--- src/rtl/fifo_pkg.sv ---
// Shared constants and parameter legality helpers for the synchronous FIFO family.
package fifo_pkg;

    // Read-port modes: registered (standard) or first-word-fall-through
    localparam int FIFO_MODE_STD  = 0;
    localparam int FIFO_MODE_FWFT = 1;

    // Almost-full threshold must lie in 1..DEPTH
    function automatic bit fifo_af_ok(input int depth, input int af_thresh);
        return (af_thresh >= 1) && (af_thresh <= depth);
    endfunction

    // Almost-empty threshold must lie in 0..DEPTH-1
    function automatic bit fifo_ae_ok(input int depth, input int ae_thresh);
        return (ae_thresh >= 0) && (ae_thresh <= depth - 1);
    endfunction

    // Combined check used by every FIFO top, including depth and mode
    function automatic bit fifo_params_ok(input int depth, input int af_thresh,
                                          input int ae_thresh, input int mode);
        return (depth >= 2) && fifo_af_ok(depth, af_thresh) && fifo_ae_ok(depth, ae_thresh)
               && ((mode == FIFO_MODE_STD) || (mode == FIFO_MODE_FWFT));
    endfunction

endpackage

--- src/rtl/fifo_mem_2p.sv ---
// Two-port storage array: synchronous write port, asynchronous read port, no reset.
module fifo_mem_2p #(
    parameter int WIDTH = 8,
    parameter int DEPTH = 16,
    parameter int AW    = 4
) (
    input  logic             clk,
    input  logic             we,
    input  logic [AW-1:0]    waddr,
    input  logic [WIDTH-1:0] wdata,
    input  logic [AW-1:0]    raddr,
    output logic [WIDTH-1:0] rdata
);

    logic [WIDTH-1:0] mem [DEPTH];

    // Store the incoming word on an accepted write; contents are never cleared
    always_ff @(posedge clk) begin
        if (we) begin
            mem[waddr] <= wdata;
        end
    end

    assign rdata = mem[raddr];

endmodule

--- src/rtl/sync_fifo_fwft.sv ---
// Single-clock FIFO with occupancy count, almost-full/almost-empty flags,
// selectable standard or first-word-fall-through read, synchronous flush
// and registered overflow/underflow pulses.
module sync_fifo_fwft
    import fifo_pkg::*;
#(
    parameter int DEPTH     = 16,
    parameter int WIDTH     = 8,
    parameter int AF_THRESH = 12,
    parameter int AE_THRESH = 2,
    parameter int FWFT      = 0,
    parameter int CW        = $clog2(DEPTH + 1)
) (
    input  logic             clk_i,
    input  logic             rst_n_i,
    input  logic             flush_i,
    input  logic             wr_en_i,
    input  logic [WIDTH-1:0] wdata_i,
    input  logic             rd_en_i,
    output logic [WIDTH-1:0] rdata_o,
    output logic             empty_o,
    output logic             full_o,
    output logic             almost_empty_o,
    output logic             almost_full_o,
    output logic [CW-1:0]    count_o,
    output logic             overflow_o,
    output logic             underflow_o
);

    localparam int AW = (DEPTH > 1) ? $clog2(DEPTH) : 1;

    if (!fifo_params_ok(DEPTH, AF_THRESH, AE_THRESH, FWFT)) begin : g_bad_params
        $error("sync_fifo_fwft: illegal DEPTH/AF_THRESH/AE_THRESH/FWFT combination");
    end

    logic [AW-1:0]    wr_ptr;
    logic [AW-1:0]    rd_ptr;
    logic [CW-1:0]    count;
    logic [CW-1:0]    count_next;
    logic             empty_r;
    logic             full_r;
    logic             ae_r;
    logic             af_r;
    logic             ov_r;
    logic             un_r;
    logic             rd_acc;
    logic             wr_acc;
    logic [WIDTH-1:0] mem_rdata;

    // Pointer advance with explicit wrap so non-power-of-two depths work
    function automatic logic [AW-1:0] ptr_inc(input logic [AW-1:0] p);
        return (p == AW'(DEPTH - 1)) ? '0 : p + AW'(1);
    endfunction

    // Accept decisions and the occupancy the FIFO will have after this edge
    always_comb begin
        rd_acc     = rd_en_i & ~empty_r;
        wr_acc     = wr_en_i & (~full_r | rd_acc);
        count_next = count;
        if (wr_acc && !rd_acc) begin
            count_next = count + CW'(1);
        end else if (rd_acc && !wr_acc) begin
            count_next = count - CW'(1);
        end
    end

    // Pointers, count, status flags and error pulses; flush overrides traffic
    always_ff @(posedge clk_i or negedge rst_n_i) begin
        if (!rst_n_i) begin
            wr_ptr  <= '0;
            rd_ptr  <= '0;
            count   <= '0;
            empty_r <= 1'b1;
            full_r  <= 1'b0;
            ae_r    <= 1'b1;
            af_r    <= 1'b0;
            ov_r    <= 1'b0;
            un_r    <= 1'b0;
        end else if (flush_i) begin
            wr_ptr  <= '0;
            rd_ptr  <= '0;
            count   <= '0;
            empty_r <= 1'b1;
            full_r  <= 1'b0;
            ae_r    <= 1'b1;
            af_r    <= 1'b0;
            ov_r    <= 1'b0;
            un_r    <= 1'b0;
        end else begin
            if (wr_acc) begin
                wr_ptr <= ptr_inc(wr_ptr);
            end
            if (rd_acc) begin
                rd_ptr <= ptr_inc(rd_ptr);
            end
            count   <= count_next;
            empty_r <= (count_next == '0);
            full_r  <= (count_next == CW'(DEPTH));
            ae_r    <= (count_next <= CW'(AE_THRESH));
            af_r    <= (count_next >= CW'(AF_THRESH));
            ov_r    <= wr_en_i & ~wr_acc;
            un_r    <= rd_en_i & ~rd_acc;
        end
    end

    fifo_mem_2p #(
        .WIDTH (WIDTH),
        .DEPTH (DEPTH),
        .AW    (AW)
    ) u_mem (
        .clk   (clk_i),
        .we    (wr_acc & ~flush_i),
        .waddr (wr_ptr),
        .wdata (wdata_i),
        .raddr (rd_ptr),
        .rdata (mem_rdata)
    );

    if (FWFT == FIFO_MODE_FWFT) begin : g_fwft
        assign rdata_o = mem_rdata;
    end else begin : g_std
        logic [WIDTH-1:0] rdata_r;

        // Capture the head word on an accepted pop; hold otherwise and across flush
        always_ff @(posedge clk_i or negedge rst_n_i) begin
            if (!rst_n_i) begin
                rdata_r <= '0;
            end else if (!flush_i && rd_acc) begin
                rdata_r <= mem_rdata;
            end
        end

        assign rdata_o = rdata_r;
    end

    assign empty_o        = empty_r;
    assign full_o         = full_r;
    assign almost_empty_o = ae_r;
    assign almost_full_o  = af_r;
    assign count_o        = count;
    assign overflow_o     = ov_r;
    assign underflow_o    = un_r;

endmodule

--- config.mk ---
export PLATFORM = sky130hd
export DESIGN_NAME = sync_fifo_fwft
export DESIGN_NICKNAME = d
export VERILOG_FILES = /design/src/rtl/fifo_pkg.sv /design/src/rtl/fifo_mem_2p.sv /design/src/rtl/sync_fifo_fwft.sv
export SDC_FILE = /design/constraint.sdc
export NUM_CORES = 1
export LEC_CHECK = 0
export BUFFER_PORTS_ARGS = -buffer_cell sky130_fd_sc_hd__clkbuf_2
export CAP_MARGIN = 20
export CORE_AREA = 2 2 107 109
export DETAILED_ROUTE_END_ITERATION = 10
export DIE_AREA = 0 0 109 111
export GPL_TIMING_DRIVEN = 0
export PLACE_DENSITY = 0.8
export REMOVE_ABC_BUFFERS = 1
export SKIP_LAST_GASP = 1
export SLEW_MARGIN = 20
export SYNTH_ARGS = -nofsm -noshare
export SYNTH_HDL_FRONTEND = slang
export SYNTH_HIERARCHICAL = 1
export SYNTH_SLANG_ARGS = --single-unit
--- constraint.sdc ---
create_clock -name clk_i -period 3.45 [get_ports clk_i]
set_clock_uncertainty 0.05 [all_clocks]
set_input_delay 0.1725 -clock clk_i [delete_from_list [all_inputs] [get_ports clk_i]]
set_output_delay 0.1725 -clock clk_i [all_outputs]
set_load 0.1 [all_outputs]
== Word level (Yosys, flattened, before mapping) ==
Memory sizes are Yosys's and may differ from the RTL's. A register that Yosys moved wholly into a read port is not among the register bits.
Index checks and enable logic that the tools add are counted.
Word-level totals
  flip-flop bits (word level): 19
  bits in writable memories: 128
  input bits: 13
  output and inout bits: 19
  memories: 1
Cells by class
  add/subtract/negate cells: 4
  order comparisons: 2
  eq/ne operators: 3
  muxes and demuxes: 17
  bitwise gates (word level): 11
  reductions and logical operators: 10
Memories
  u_mem.mem: words 16, width 8, rd ports 1, clocked after memory_dff 1, write ports 1, line fifo_mem_2p.sv:15  | logic [WIDTH-1:0] mem [DEPTH];
Operator list (number)
  4-bit two-way mux: 6
  5-bit two-way mux: 3
  4-bit by 1-bit adder with 4-bit output (second input constant): 2
  4-bit equality test (second input constant): 2
  1-bit two-way mux: 8
  5-bit by 1-bit adder with 5-bit output (second input constant): 1
  1-bit bitwise AND: 5
  5-bit equality test (second input constant): 1
  5-bit by 4-bit greater-or-equal comparator with 1-bit output (second input constant): 1
  5-bit by 2-bit <= comparator with 1-bit output (second input constant): 1
  5-bit zero test: 1
  1-bit NOT: 5
  5-bit by 1-bit subtractor with 5-bit output (second input constant): 1
  1-bit zero test: 4
  2-bit nonzero test: 2
  1-bit logical AND: 3
  1-bit bitwise OR: 1

== Logic depth before layout (Yosys ltp) ==
Gate-level depths: netlist of run 1.
  word-level depth: 10
  gate-level depth with buffers: 8
  mapped depth without buffers: 7

== Modules after synthesis ==
Netlist of run 1, hierarchy kept.
Modules (own cells, without submodules)
  fifo_mem_2p: times used 1, cells each 221, area an instance 4987.3 um2
  sync_fifo_fwft: times used 1, cells each 128, area an instance 1382.6 um2

== Least setup slack after synthesis of run 1 ==
OpenSTA, ideal clock, no wires.
  kind: register to register
  from: reg empty_r, in the netlist empty_o
  to: mem u_mem.mem[0][0] (enable)
  library setup time: 0.383 ns
  arrival time: 2.465 ns
  setup slack: 0.552 ns
  stages on the path, launching flop included: 8
  path buffers: 1
  period minus slack after synthesis: 2.898 ns
  cell sequence: dfstp_2 nand2b_4 buf_2 nand2_1 nand2_1 nor2_1 or3b_2 nor3_1
Between the ends
  cells in the longest elaborated chain, start to end: 7
Ends and longest elaborated chain
  from (decl): line sync_fifo_fwft.sv:40  | logic empty_r;
  from (signal assigned): line sync_fifo_fwft.sv:97  | empty_r <= (count_next == '0);
  1-bit NOT: line sync_fifo_fwft.sv:57  | rd_acc = rd_en_i & ~empty_r;
  1-bit bitwise AND: line sync_fifo_fwft.sv:57
  1-bit bitwise OR: line sync_fifo_fwft.sv:58  | wr_acc = wr_en_i & (~full_r | rd_acc);
  1-bit bitwise AND: line sync_fifo_fwft.sv:58
  1-bit bitwise AND: line sync_fifo_fwft.sv:112  | .we (wr_acc & ~flush_i),
  1-bit two-way mux: line fifo_mem_2p.sv:19  | if (we) begin
  1-bit two-way mux (implied by the code): line fifo_mem_2p.sv:20  | mem[waddr] <= wdata;
  to (decl): line fifo_mem_2p.sv:15
Every way passes these cells.

== Worst setup path after layout of run 1 ==
  from: reg empty_r, in the netlist empty_o
  to: mem u_mem.mem[1][1] (enable)
The elaborated chain is that of the path after synthesis.

==> results of run 1 <==
-- how the worst min path moves through the flow --
stage,slack (ps),cells after the start,endpoint
after detailed placement,210,1,wr_ptr[2]
after global placement,200,1,wr_ptr[3]
final,120,1,u_mem/mem[2][5]
after global routing,130,1,u_mem/mem[2][5]
after CTS,100,3,wr_ptr[1]
after floorplan,-170,0,almost_full_o
-- layout make-up --
cell class,count,area [um2],share of cell area (%)
multi-input cells,176,1742,24.07
well taps,143,178.9,2.472
inverters,2,7.507,0.1037
flip-flops and latches,155,4524,62.52
clock inverters,15,163.9,2.265
repair buffers,34,195.2,2.697
clock buffers,17,425.4,5.878
-- kinds of logic after synthesis --
| group | after synthesis | share of synthesized area (%) |
|---|---|---|
| and+or+nand+nor | 83 | 7.091 |
| AOI/OAI and AO/OA | 44 | 4.911 |
| DFF | 155 | 70.99 |
| muxes | 40 | 13.55 |
| xor gates and xnor gates | 5 | 0.6876 |
| adders and majority gates | 4 | 0.7857 |
| buffers and inverters | 18 | 1.984 |
-- layout by cell type, fill, tap and decap left out, drive strengths merged, types with 2 or more instances in the layout --
cell         count
edfxtp         128
clkbuf          48
mux4            32
dfrtp           25
nor2            24
nand2           21
a22oi           16
a21oi           10
mux2             8
inv              7
nand3            6
o21ai            5
clkinvlp         5
nor3             5
ha               4
nor2b            4
nand2b           4
or3              4
a311oi           3
xor2             3
nor3b            3
clkinv           3
xnor2            2
and2             2
o31ai            2
a31oi            2
a31o             2
dfstp            2
bufinv           2
dlygate4sd3      2
nand3b           2
-- report_power, final --
group | leakage, nW | switching [mW] | internal [mW]
clock network | 0.273 | 0.745 | 1.07
registers | 1.50 | 0.0712 | 2.10
logic | 0.685 | 0.635 | 0.198
-- critical path, delay by kind of cell (launching register included) --
kind / cells / cell delay, ps
DFF: 1 / 390
and+or+nand+nor: 6 / 2040
-- registers in the layout, summed over array words and instances (netlist names) --
register        count
overflow_o          1
almost_empty_o      1
wr_ptr              4
empty_o             1
underflow_o         1
rdata_o             8
almost_full_o       1
count_o             5
u_mem/mem         128
rd_ptr              4
full_o              1
-- metal layers --
metal	track usage (%)	part of all wire, %
met1	28.32	41
met2	34.78	53
met3	6.526	5.4
met4	6.923	1.3
met5	0	0
-- timing repair --
item	CTS	global route
hold endpoints to repair	26	0
setup endpoints to repair	0	0
hold buffers	2	0
-- metrics by stage --
step	worst slack (ps)	cell area [um2]	total power, mW	hold WS (ps)	utilization (%)
floorplan	567.4	6251	2.868	-173.1	-
global placement	173.5	6585	3.021	197.7	59.45
detailed placement	637.7	6628	3.048	206.0	59.83
CTS	580.1	7237	4.866	101.1	65.33
global route	485.2	7237	4.982	131.7	65.33
finish	591.1	7237	4.829	117.2	65.33
==> summary.md, run 1 <==
| Metric | Value |
|---|---|
| Gr ovfl total | `0` |
| CTS tree | `built` |
| Cts repair resizes | `0` |
| Vias/cell | `6.212` |
| Final std cells w/o fill | `about 540` |
| Final hold viol count | `0` |
| Clock Path Buffers | `2` |
| Clk slew on worst S/H paths | `around 60 ps` |
| Crit path to | `u_mem/mem[1][1]` |
| Drt pass-1 iters | `5` |
| Diode count | `0` |
| Placed cells | `around 500` |
| TNS Setup | `0 ps` |
| Port Buffer Count | `31` |
| Drc violations | `0` |
| Post-Syn Area per Cell | `between 15 and 20 um2` |
| Post-synth ARST share | `approximately 17%` |
| Slew Limit Fails | `0` |
| Most frequent cells after synthesis | `128 x edfxtp_1, 25 x dfrtp_1, 22 x nor2_1` |
| Crit path cell chain | `nand2b_4 > nand2_1 > nand2_1 > nor2_1 > or3b_2 > nor2_1` |
| FP Rows | `39` |
| Cts bufs inserted | `17` |
| Top-area cell type share of the netlist area | `between 60% and 70%` |
| Fillers | `between 700 and 800` |
| Unrepaired setup endpoints after global routing | `false` |
| Hold wc startpoint | `wdata_i[5]` |
| Die area | `between 10,000 and 15,000 um2` |
| Hold Crit Class | `in -> reg` |
| DRT antenna net count | `0` |
| CP Max Fanout | `12` |
| Library cells used by synthesis | `51` |
| FF-to-FF End | `u_mem/mem[1][1]` |
| Number of global-route vias before repair | `approximately 3,300` |
| Die Y | `111 um` |
| R2R cell count | `6` |
| Area grow syn2layout | `13.61%` |
| Synth top area cells | `edfxtp_1 60%, dfrtp_1 9.8%, mux4_2 6.4%` |
| DRT iter0 DRCs | `272` |
| Final nets | `403` |
| Most frequent cell after synthesis | `edfxtp_1` |
| Slowest cell on the critical path | `nor2_1` |
| Gp weighted congestion | `between 0.7 and 0.8` |
| Max-cap violations | `0` |
| Slew HR | `35.81%` |
| Reg2reg setup slack | `590 ps` |
| Share of cells above drive strength 1 | `between 20 and 30%` |
| Mapped Cells | `349` |
| Synth warn | `6` |
| Period Utilization, post-route | `82.87%` |
| Setup crit end kind | `register` |
| Maximum clock frequency | `between 300 and 400 MHz` |
| Req. time, crit path | `3440 ps` |
| Worst Max-Slew Pin Slew | `approximately 960 ps` |
| Crit. Startpoint | `empty_o` |
| CP Class | `reg -> reg` |
| Htree depth | `4` |
| Cell Area, Synth | `6370 um2` |
| Worst skew pair latency | `around 420 ps` |
| Die X | `around 110 um` |
| Leakage power total | `2.457 nW` |
| Wirelength per Cell | `between 20 and 25 um` |
| Cell taking the most area after synthesis | `edfxtp_1` |
| Most used DFF post-synth | `edfxtp_1` |
| Largest net degree at the start of global routing | `37` |
| Post-CTS Setup Repair Bufs | `0` |
| Post-synthesis register bit count | `around 160` |
| Global-route wire length before repair | `about 18 mm` |
| Arr. time, crit path | `approximately 2900 ps` |
| Max VDD drop | `0.5665 mV` |
| Power Dens Cells | `about 670 nW/um2` |
| Tmin final | `roughly 2900 ps` |
| Setup violators final | `0` |
| Initial antenna violation count | `0` |
| CP max stage delay | `roughly 720 ps` |
| Detailed placement HPWL | `around 7.5 mm` |
| Run status | `finished, final reports clean` |
| IO Pins | `32` |
| Total track usage | `between 20% and 30%` |
| Root buf cell | `clkbuf_16` |
| Starting Density | `between 50% and 60%` |
| Via total after detailed routing | `between 3,000 and 4,000` |
| Final WL | `12.06 mm` |
| Post-synthesis sequential area ratio | `70.99%` |
| Reg2reg start | `empty_o` |
| Core area | `roughly 11,000 um2` |
| # clock sinks | `around 160` |
| Number of synthesized flops with an enable pin | `roughly 130` |
| CP Launch Type | `register` |
(Power assumes the default switching activity.)
==> run 2, diff against run 1 <==
Settings changed: ABC_AREA set to 1, CORE_AREA 2 2 107 109 to 2 2 116 118, DIE_AREA 0 0 109 111 to 0 0 118 120, PLACE_DENSITY 0.8 to 0.79.
Clock period 3.45 ns to 2.6 ns, I/O delays scaled along.
==> run 2 against run 1 <==
Net effect: non-clock buffer count rose by 1; global-route usage grew 0.29 points; cell area increased by 8.2%.
==> summary.md, run 2 <==
| Metric | Value |
|---|---|
| XOR/XNOR Fraction of Synth Area | `0.2501% (was 0.6875%)` |
| Area grow syn2layout | `11.84% (was 13.61%)` |
| CTS tree | `built (unchanged)` |
| Worst skew pair latency | `420 ps (about the same)` |
| Wirelength per Cell | `16.17 um (was 22.25 um)` |
| FF-to-FF End | `u_mem/mem[9][1] (was u_mem/mem[1][1])` |
| Worst Max-Slew Pin Slew | `824.2 ps (was 959.3 ps)` |
| Pre-CTS setup slack | `-79.70 ps (was 637.7 ps)` |
| Slew Limit Fails | `0 (unchanged)` |
| Clock Path Buffers | `2 (unchanged)` |
| DRT antenna net count | `0 (unchanged)` |
| Gr ovfl total | `0 (unchanged)` |
| Number of global-route vias before repair | `4,725 (was 3,323)` |
| Unrepaired setup endpoints after global routing | `false (unchanged)` |
| Diode count | `0 (unchanged)` |
| Drc violations | `0 (unchanged)` |
| Maximum clock frequency | `415.4 MHz (was 349.8 MHz)` |
| Post-synthesis register bit count | `155 (unchanged)` |
| Share of cells above drive strength 1 | `10.21% (was 27.57%)` |
| Drt pass-1 iters | `6 (was 5)` |
| Setup crit end kind | `register (unchanged)` |
| Die area | `14,160 um2 (was 12,100 um2)` |
| CP Class | `reg -> reg (unchanged)` |
| Via total after detailed routing | `4,936 (was 3,367)` |
| Most used DFF post-synth | `edfxtp_1 (unchanged)` |
| Area fraction in compound gates after synthesis | `1.108% (was 4.911%)` |
| Global-route wire length before repair | `23.49 mm (was 18.43 mm)` |
| Crit. Startpoint | `empty_o (unchanged)` |
| Setup violators final | `0 (unchanged)` |
| # clock sinks | `155 (unchanged)` |
| Die Y | `120 um (was 111 um)` |
| Top-area cell type share of the netlist area | `54.88% (was 60.34%)` |
| Net Switching | `2.536 mW (was 1.451 mW)` |
| Post-synthesis mux area share | `0% (was 13.55%)` |
| DRT iter0 DRCs | `533 (was 272)` |
| Most common cell after layout, fill and taps aside | `nand2_1 (was edfxtp_1)` |
| Root buf cell | `clkbuf_16 (unchanged)` |
| IO Pins | `32 (unchanged)` |
| R2R cell count | `7 (was 6)` |
| Sw Share | `34.57% (was 30.05%)` |
| Mapped Cells | `713 (was 349)` |
| Final hold viol count | `0 (unchanged)` |
| Largest net degree at the start of global routing | `70 (was 37)` |
| Max reg flops | `128 (unchanged)` |
| Max VDD drop | `0.5327 mV (was 0.5665 mV)` |
| Most frequent cell after synthesis | `nand2_1 (was edfxtp_1)` |
| Post-Syn Area per Cell | `9.824 um2 (was 18.25 um2)` |
| Final nets | `758 (was 403)` |
| Most frequent cells in the layout | `236 x nand2_1, 128 x edfxtp_1, 114 x nand3_1 (was 128 x edfxtp_1, 31 x clkbuf_2, 23 x dfrtp_1)` |
| Cell Area, Synth | `7004 um2 (was 6370 um2)` |
| Cell taking the most area after synthesis | `edfxtp_1 (unchanged)` |
| Final WL | `15.04 mm (was 12.06 mm)` |
| Crit path to | `u_mem/mem[9][1] (was u_mem/mem[1][1])` |
| M2 GR Usage | `36.99% (was 34.78%)` |
| Clk slew on worst S/H paths | `60 ps (about the same)` |
| Initial antenna violation count | `0 (unchanged)` |
| M3 GR Usage | `5.656% (was 6.526%)` |
| Die X | `118 um (was 109 um)` |
| Gp weighted congestion | `0.8291 (was 0.7983)` |
| Slew HR | `44.85% (was 35.81%)` |
| Tmin final | `2407 ps (was 2859 ps)` |
| Power Dens Cells | `936.5 nW/um2 (was 667.3 nW/um2)` |
| P_int | `4.800 mW (was 3.378 mW)` |
| Leakage power total | `3.455 nW (was 2.457 nW)` |
| Req. time, crit path | `2590 ps (was 3440 ps)` |
| Reg2reg setup slack | `190 ps (was 590 ps)` |
| Arr. time, crit path | `2400 ps (was 2850 ps)` |
| Max-cap violations | `0 (unchanged)` |
| Final WS setup | `192.8 ps (was 591.1 ps)` |
| Register share of total power | `41.6% (was 45.1%)` |
| Largest family of logic cells by synthesized area | `simple AND/OR/NAND/NOR gates (was multiplexers)` |
| Detailed placement HPWL | `9.117 mm (was 7.487 mm)` |
| Synth warn | `6 (unchanged)` |
| Register bank with the most flops | `u_mem/mem (unchanged)` |
| Vias/cell | `5.308 (was 6.212)` |
| Clock Power Share | `33.9% (was 37.7%)` |
| Post-synth ARST share | `17.42% (unchanged)` |
| Seq. cell area | `4527 um2 (was 4524 um2)` |
| Period Utilization, post-route | `92.58% (was 82.87%)` |
| Reg2reg start | `empty_o (unchanged)` |
| Cts bufs inserted | `17 (unchanged)` |
| Port Buffer Count | `31 (unchanged)` |
| Comb power frac | `24.5% (was 17.3%)` |
| Run status | `finished, final reports clean (unchanged)` |
| Total track usage | `21.91% (was 21.61%)` |
| FP Rows | `42 (was 39)` |
| Adder-cell area share of the yosys netlist | `0.7145% (was 0.7857%)` |
| Synth Area in Simple Gates | `24.40% (was 7.091%)` |
| Fillers | `988 (was 726)` |
| Htree depth | `4 (unchanged)` |
| GRT busiest layer | `met2 (unchanged)` |
| Synth top area cells | `edfxtp_1 55%, nand2_1 13%, dfrtp_1 8.9% (was edfxtp_1 60%, dfrtp_1 9.8%, mux4_2 6.4%)` |
| CP Launch Type | `register (unchanged)` |
| Most frequent cells after synthesis | `236 x nand2_1, 128 x edfxtp_1, 114 x nand3_1 (was 128 x edfxtp_1, 25 x dfrtp_1, 22 x nor2_1)` |
| Library cells used by synthesis | `29 (was 51)` |
| Multi-input logic area | `1854 um2 (was 1742 um2)` |
| Met1 global-route usage | `26.13% (was 28.32%)` |
| Post-CTS Setup Repair Bufs | `0 (unchanged)` |
| Hold Crit Class | `in -> reg (unchanged)` |
| Post-synthesis sequential area ratio | `64.56% (was 70.99%)` |
| Core area | `12,980 um2 (was 11,080 um2)` |
| Starting Density | `53.96% (was 57.51%)` |
| TNS Setup | `0 ps (unchanged)` |
| Number of synthesized flops with an enable pin | `128 (unchanged)` |
| CP Max Fanout | `10 (was 12)` |
==> run 2: changes by cell type in the layout (fill, tap and decap cells not counted), moves of 5 or more <==
cell      delta
nand2_1    +215
clkbuf_1     +5
mux4_2      -18
inv_1      +112
a21oi_1      -5
mux2_2       -8
mux4_1      -14
a22oi_1     -16
nand3_1    +108
inv_6        -5
clkinv_1     +5
o21ai_1      +5
==> run 2: worst min-delay path by stage <==
stage / slack (ps) / cells past startpoint / endpoint / start
4_1_cts: 2 / 3 / overflow_o / wr_en_i
2_1_floorplan: -220 / 0 / almost_full_o / rst_n_i
6_report: 30 / 3 / overflow_o / wr_en_i
3_5_place_dp: 150 / 1 / rdata_o[6] / rst_n_i
5_1_grt: 30 / 3 / overflow_o / wr_en_i
3_3_place_gp: 130 / 1 / underflow_o / rst_n_i
==> run 2: cell type report <==
| type | instances | share of cell area, % |
|---|---|---|
| clock buffer | 22 | 5.670 |
| clock inverter | 10 | 1.885 |
| inverter | 118 | 5.686 |
| multi-input combinational | 414 | 23.67 |
| sequential | 155 | 57.79 |
| tap | 176 | 2.811 |
| timing repair buffer | 35 | 2.492 |
==> run 2: logic make-up (layout without fill, tap and decap cells) <==
| logic type | Yosys count | count (layout) |
|---|---|---|
| flops | 155 | 155 |
| xor+xnor | 2 | 2 |
| fa+ha+maj | 4 | 4 |
| compound gates | 14 | 14 |
| buf+inv | 144 | 185 |
| simple gates | 394 | 394 |
==> run 2: timing repair <==
item,CTS,global route
hold buffers,4,0
endpoints found under the setup margin,6,0
endpoints found under the hold margin,28,0
gates resized for setup,1,0
==> run 2: critical path, stage by stage (launching register included) <==
cell and delay [ps]:
dfstp_2 380, inv_1 130, nand2_4 130, nand2_1 120, nand2_1 150, nor2_4 220
nand3b_1 180, nor2_1 670
==> run 2: metrics by stage <==
stage | instance area, um2 | hold slack (ps) | std cells | total power [mW] | utilization, %
after CTS | 7834 | 1.919 | 930 | 7.355 | 60.35
after global routing | 7834 | 26.91 | 930 | 7.620 | 60.35
after detailed placement | 7199 | 147.3 | 894 | 4.869 | 55.47
after global placement | 7194 | 131.3 | 894 | 4.836 | 55.43
final | 7834 | 26.61 | 930 | 7.336 | 60.35
after floorplan | 6819 | -215.6 | 687 | 4.365 | -
==> run 2: power groups by stage <==
stage / Clock [mW] / Sequential (mW) / Combinational (mW)
floorplan: 0 / 3.57 / 0.796
global placement: 0 / 3.09 / 1.75
detailed placement: 0 / 3.10 / 1.77
CTS: 2.52 / 3.05 / 1.78
global route: 2.60 / 3.08 / 1.94
finish: 2.48 / 3.05 / 1.80
==> run 2: routing by layer <==
metal  up-vias  share of wire, %
met5         -                 0
met4         0               2.6
li1       2348                 -
met2       226                50
met1      2332                39
met3        30               7.8
==> run 3, diff against run 2 <==
Settings changed: HOLD_SLACK_MARGIN set to 0.12.
==> run 3 against run 2 <==
Net effect: highest routed layer unchanged; total power barely moved; flip-flop and latch count did not move; cell area rose by 0.51%; largest power group unchanged.
==> summary.md, run 3 (same netlist as run 2, synthesis figures left out) <==
| Metric | Value |
|---|---|
| M2 GR Usage | `37.10% (was 36.99%)` |
| Final hold viol count | `0 (unchanged)` |
| Power Dens Cells | `932.3 nW/um2 (was 936.5 nW/um2)` |
| M3 GR Usage | `5.608% (was 5.656%)` |
| Setup crit end kind | `register (unchanged)` |
| Number of global-route vias before repair | `4,747 (was 4,725)` |
| WP buf/inv | `1 (unchanged)` |
| Share of cells above drive strength 1 | `10.16% (was 10.21%)` |
| Area grow syn2layout | `12.42% (was 11.84%)` |
| Cts bufs inserted | `17 (unchanged)` |
| Clock Path Buffers | `2 (unchanged)` |
| Most frequent CP cell | `nand2_1 (unchanged)` |
| Register bank with the most flops | `u_mem/mem (unchanged)` |
| WHS Path Cells | `1 (was 3)` |
| Arr. time, crit path | `2420 ps (was 2400 ps)` |
| Req. time, crit path | `2590 ps (about the same)` |
| Pwr Total | `7.341 mW (was 7.336 mW)` |
| Crit path max-delay family | `simple AND/OR/NAND/NOR gates (unchanged)` |
| WP depth | `7 (unchanged)` |
| Port Buffer Count | `31 (unchanged)` |
| Met1 global-route usage | `26.16% (was 26.13%)` |
| CP Max Fanout | `10 (unchanged)` |
| TNS Setup | `0 ps (unchanged)` |
| Slew Limit Fails | `0 (unchanged)` |
| Worst skew pair latency | `420 ps (about the same)` |
| Period Utilization, post-route | `93.26% (was 92.58%)` |
| Max VDD drop | `0.5342 mV (was 0.5327 mV)` |
| Total track usage | `21.97% (was 21.91%)` |
| Gp weighted congestion | `0.8291 (unchanged)` |
| Run status | `finished, final reports clean (unchanged)` |
| Post-CTS Setup Repair Bufs | `0 (unchanged)` |
| Drt pass-1 iters | `6 (unchanged)` |
| Die X | `118 um (unchanged)` |
| Leakage power total | `3.472 nW (was 3.455 nW)` |
| Max-cap violations | `0 (unchanged)` |
| Via total after detailed routing | `4,940 (was 4,936)` |
| # clock sinks | `155 (unchanged)` |
| Root buf cell | `clkbuf_16 (unchanged)` |
| Drc violations | `0 (unchanged)` |
| Final WL | `15.10 mm (was 15.04 mm)` |
| Worst Max-Slew Pin Slew | `851.3 ps (was 824.2 ps)` |
| DRT iter0 DRCs | `527 (was 533)` |
| CP Launch Type | `register (unchanged)` |
| Die Y | `120 um (unchanged)` |
| CP Class | `reg -> reg (unchanged)` |
| Final nets | `762 (was 758)` |
| Core area | `12,980 um2 (unchanged)` |
| Gr ovfl total | `0 (unchanged)` |
| Vias/cell | `5.289 (was 5.308)` |
| Starting Density | `53.96% (unchanged)` |
| Max reg flops | `128 (unchanged)` |
| Wirelength per Cell | `16.16 um (was 16.17 um)` |
| Clk slew on worst S/H paths | `60 ps (about the same)` |
| Unrepaired setup endpoints after global routing | `false (unchanged)` |
| Htree depth | `4 (unchanged)` |
| Global-route wire length before repair | `23.54 mm (was 23.49 mm)` |
| CP max stage delay | `690 ps (was 670 ps)` |
| GRT busiest layer | `met2 (unchanged)` |
| Slew HR | `43.04% (was 44.85%)` |
| Initial antenna violation count | `0 (unchanged)` |
| Most frequent cells in the layout | `236 x nand2_1, 128 x edfxtp_1, 114 x nand3_1 (unchanged)` |
| Die area | `14,160 um2 (unchanged)` |
| R2R cell count | `7 (unchanged)` |
| Slowest cell on the critical path | `nor2_1 (unchanged)` |
| Diode count | `0 (unchanged)` |
| Hold Crit Class | `in -> reg (unchanged)` |
| CTS tree | `built (unchanged)` |
| DRT antenna net count | `0 (unchanged)` |
| Tmin final | `2425 ps (was 2407 ps)` |
| IO Pins | `32 (unchanged)` |
| Crit path cell chain | `inv_1 > nand2_4 > nand2_1 > nand2_1 > nor2_4 > nand3_1 > nor2_1 (was inv_1 > nand2_4 > nand2_1 > nand2_1 > nor2_4 > nand3b_1 > nor2_1)` |
| FP Rows | `42 (unchanged)` |
| Most common cell after layout, fill and taps aside | `nand2_1 (unchanged)` |
| Largest net degree at the start of global routing | `70 (unchanged)` |
| Setup violators final | `0 (unchanged)` |
| Maximum clock frequency | `412.4 MHz (was 415.4 MHz)` |
| Final core occ | `60.66% (was 60.35%)` |
| Detailed placement HPWL | `9.117 mm (unchanged)` |
==> run 3: layout make-up <==
class / instances / area (um2)
tap: 176 / 220.2
timing repair buffer: 39 / 235.2
clock inverter: 10 / 147.6
clock buffer: 22 / 444.2
fill: 991 / 5106
multi-input combinational: 414 / 1854
sequential: 155 / 4527
inverter: 118 / 445.4
==> run 3: final timing paths <==
kind | startpoint | end | slack (ps)
max | empty_o | u_mem/mem[14][0] | 180
min | wdata_i[0] | u_mem/mem[1][0] | 130
max reg2reg | empty_o | u_mem/mem[14][0] | 180
min reg2reg | rdata_o[1] | rdata_o[1] | 420
max in group asynchronous | rst_n_i | rd_ptr[0] | 1780
min in group asynchronous | rst_n_i | rdata_o[6] | 230
==> run 3: stage by stage <==
step	setup slack (ps)	cells	area [um2]	hold WS [ps]
global route	44.22	934	7874	149.1
CTS	217.8	934	7874	123.0
global placement	-1465	894	7194	131.3
floorplan	-115.5	687	6819	-215.6
detailed placement	-79.70	894	7199	147.3
finish	175.3	934	7874	128.9
==> run 3: timing repair <==
action	CTS	global route
hold endpoints to repair	84	0
gates resized for setup	1	0
setup endpoints to repair	6	0
hold buffers	8	0
==> run 3: per-layer routing <==
| metal | vias up | part of all wire, % |
|---|---|---|
| met3 | 35 | 6.9 |
| met5 | - | 0 |
| met2 | 214 | 50 |
| met1 | 2338 | 40 |
| met4 | 0 | 2.9 |
| li1 | 2353 | - |
==> run 3: report_power, final <==
part | switching [mW] | leakage, nW | internal, mW
Clock | 0.898 | 0.282 | 1.59
Sequential | 0.248 | 1.50 | 2.80
Combinational | 1.39 | 1.69 | 0.412
Total | 2.54 | 3.47 | 4.80
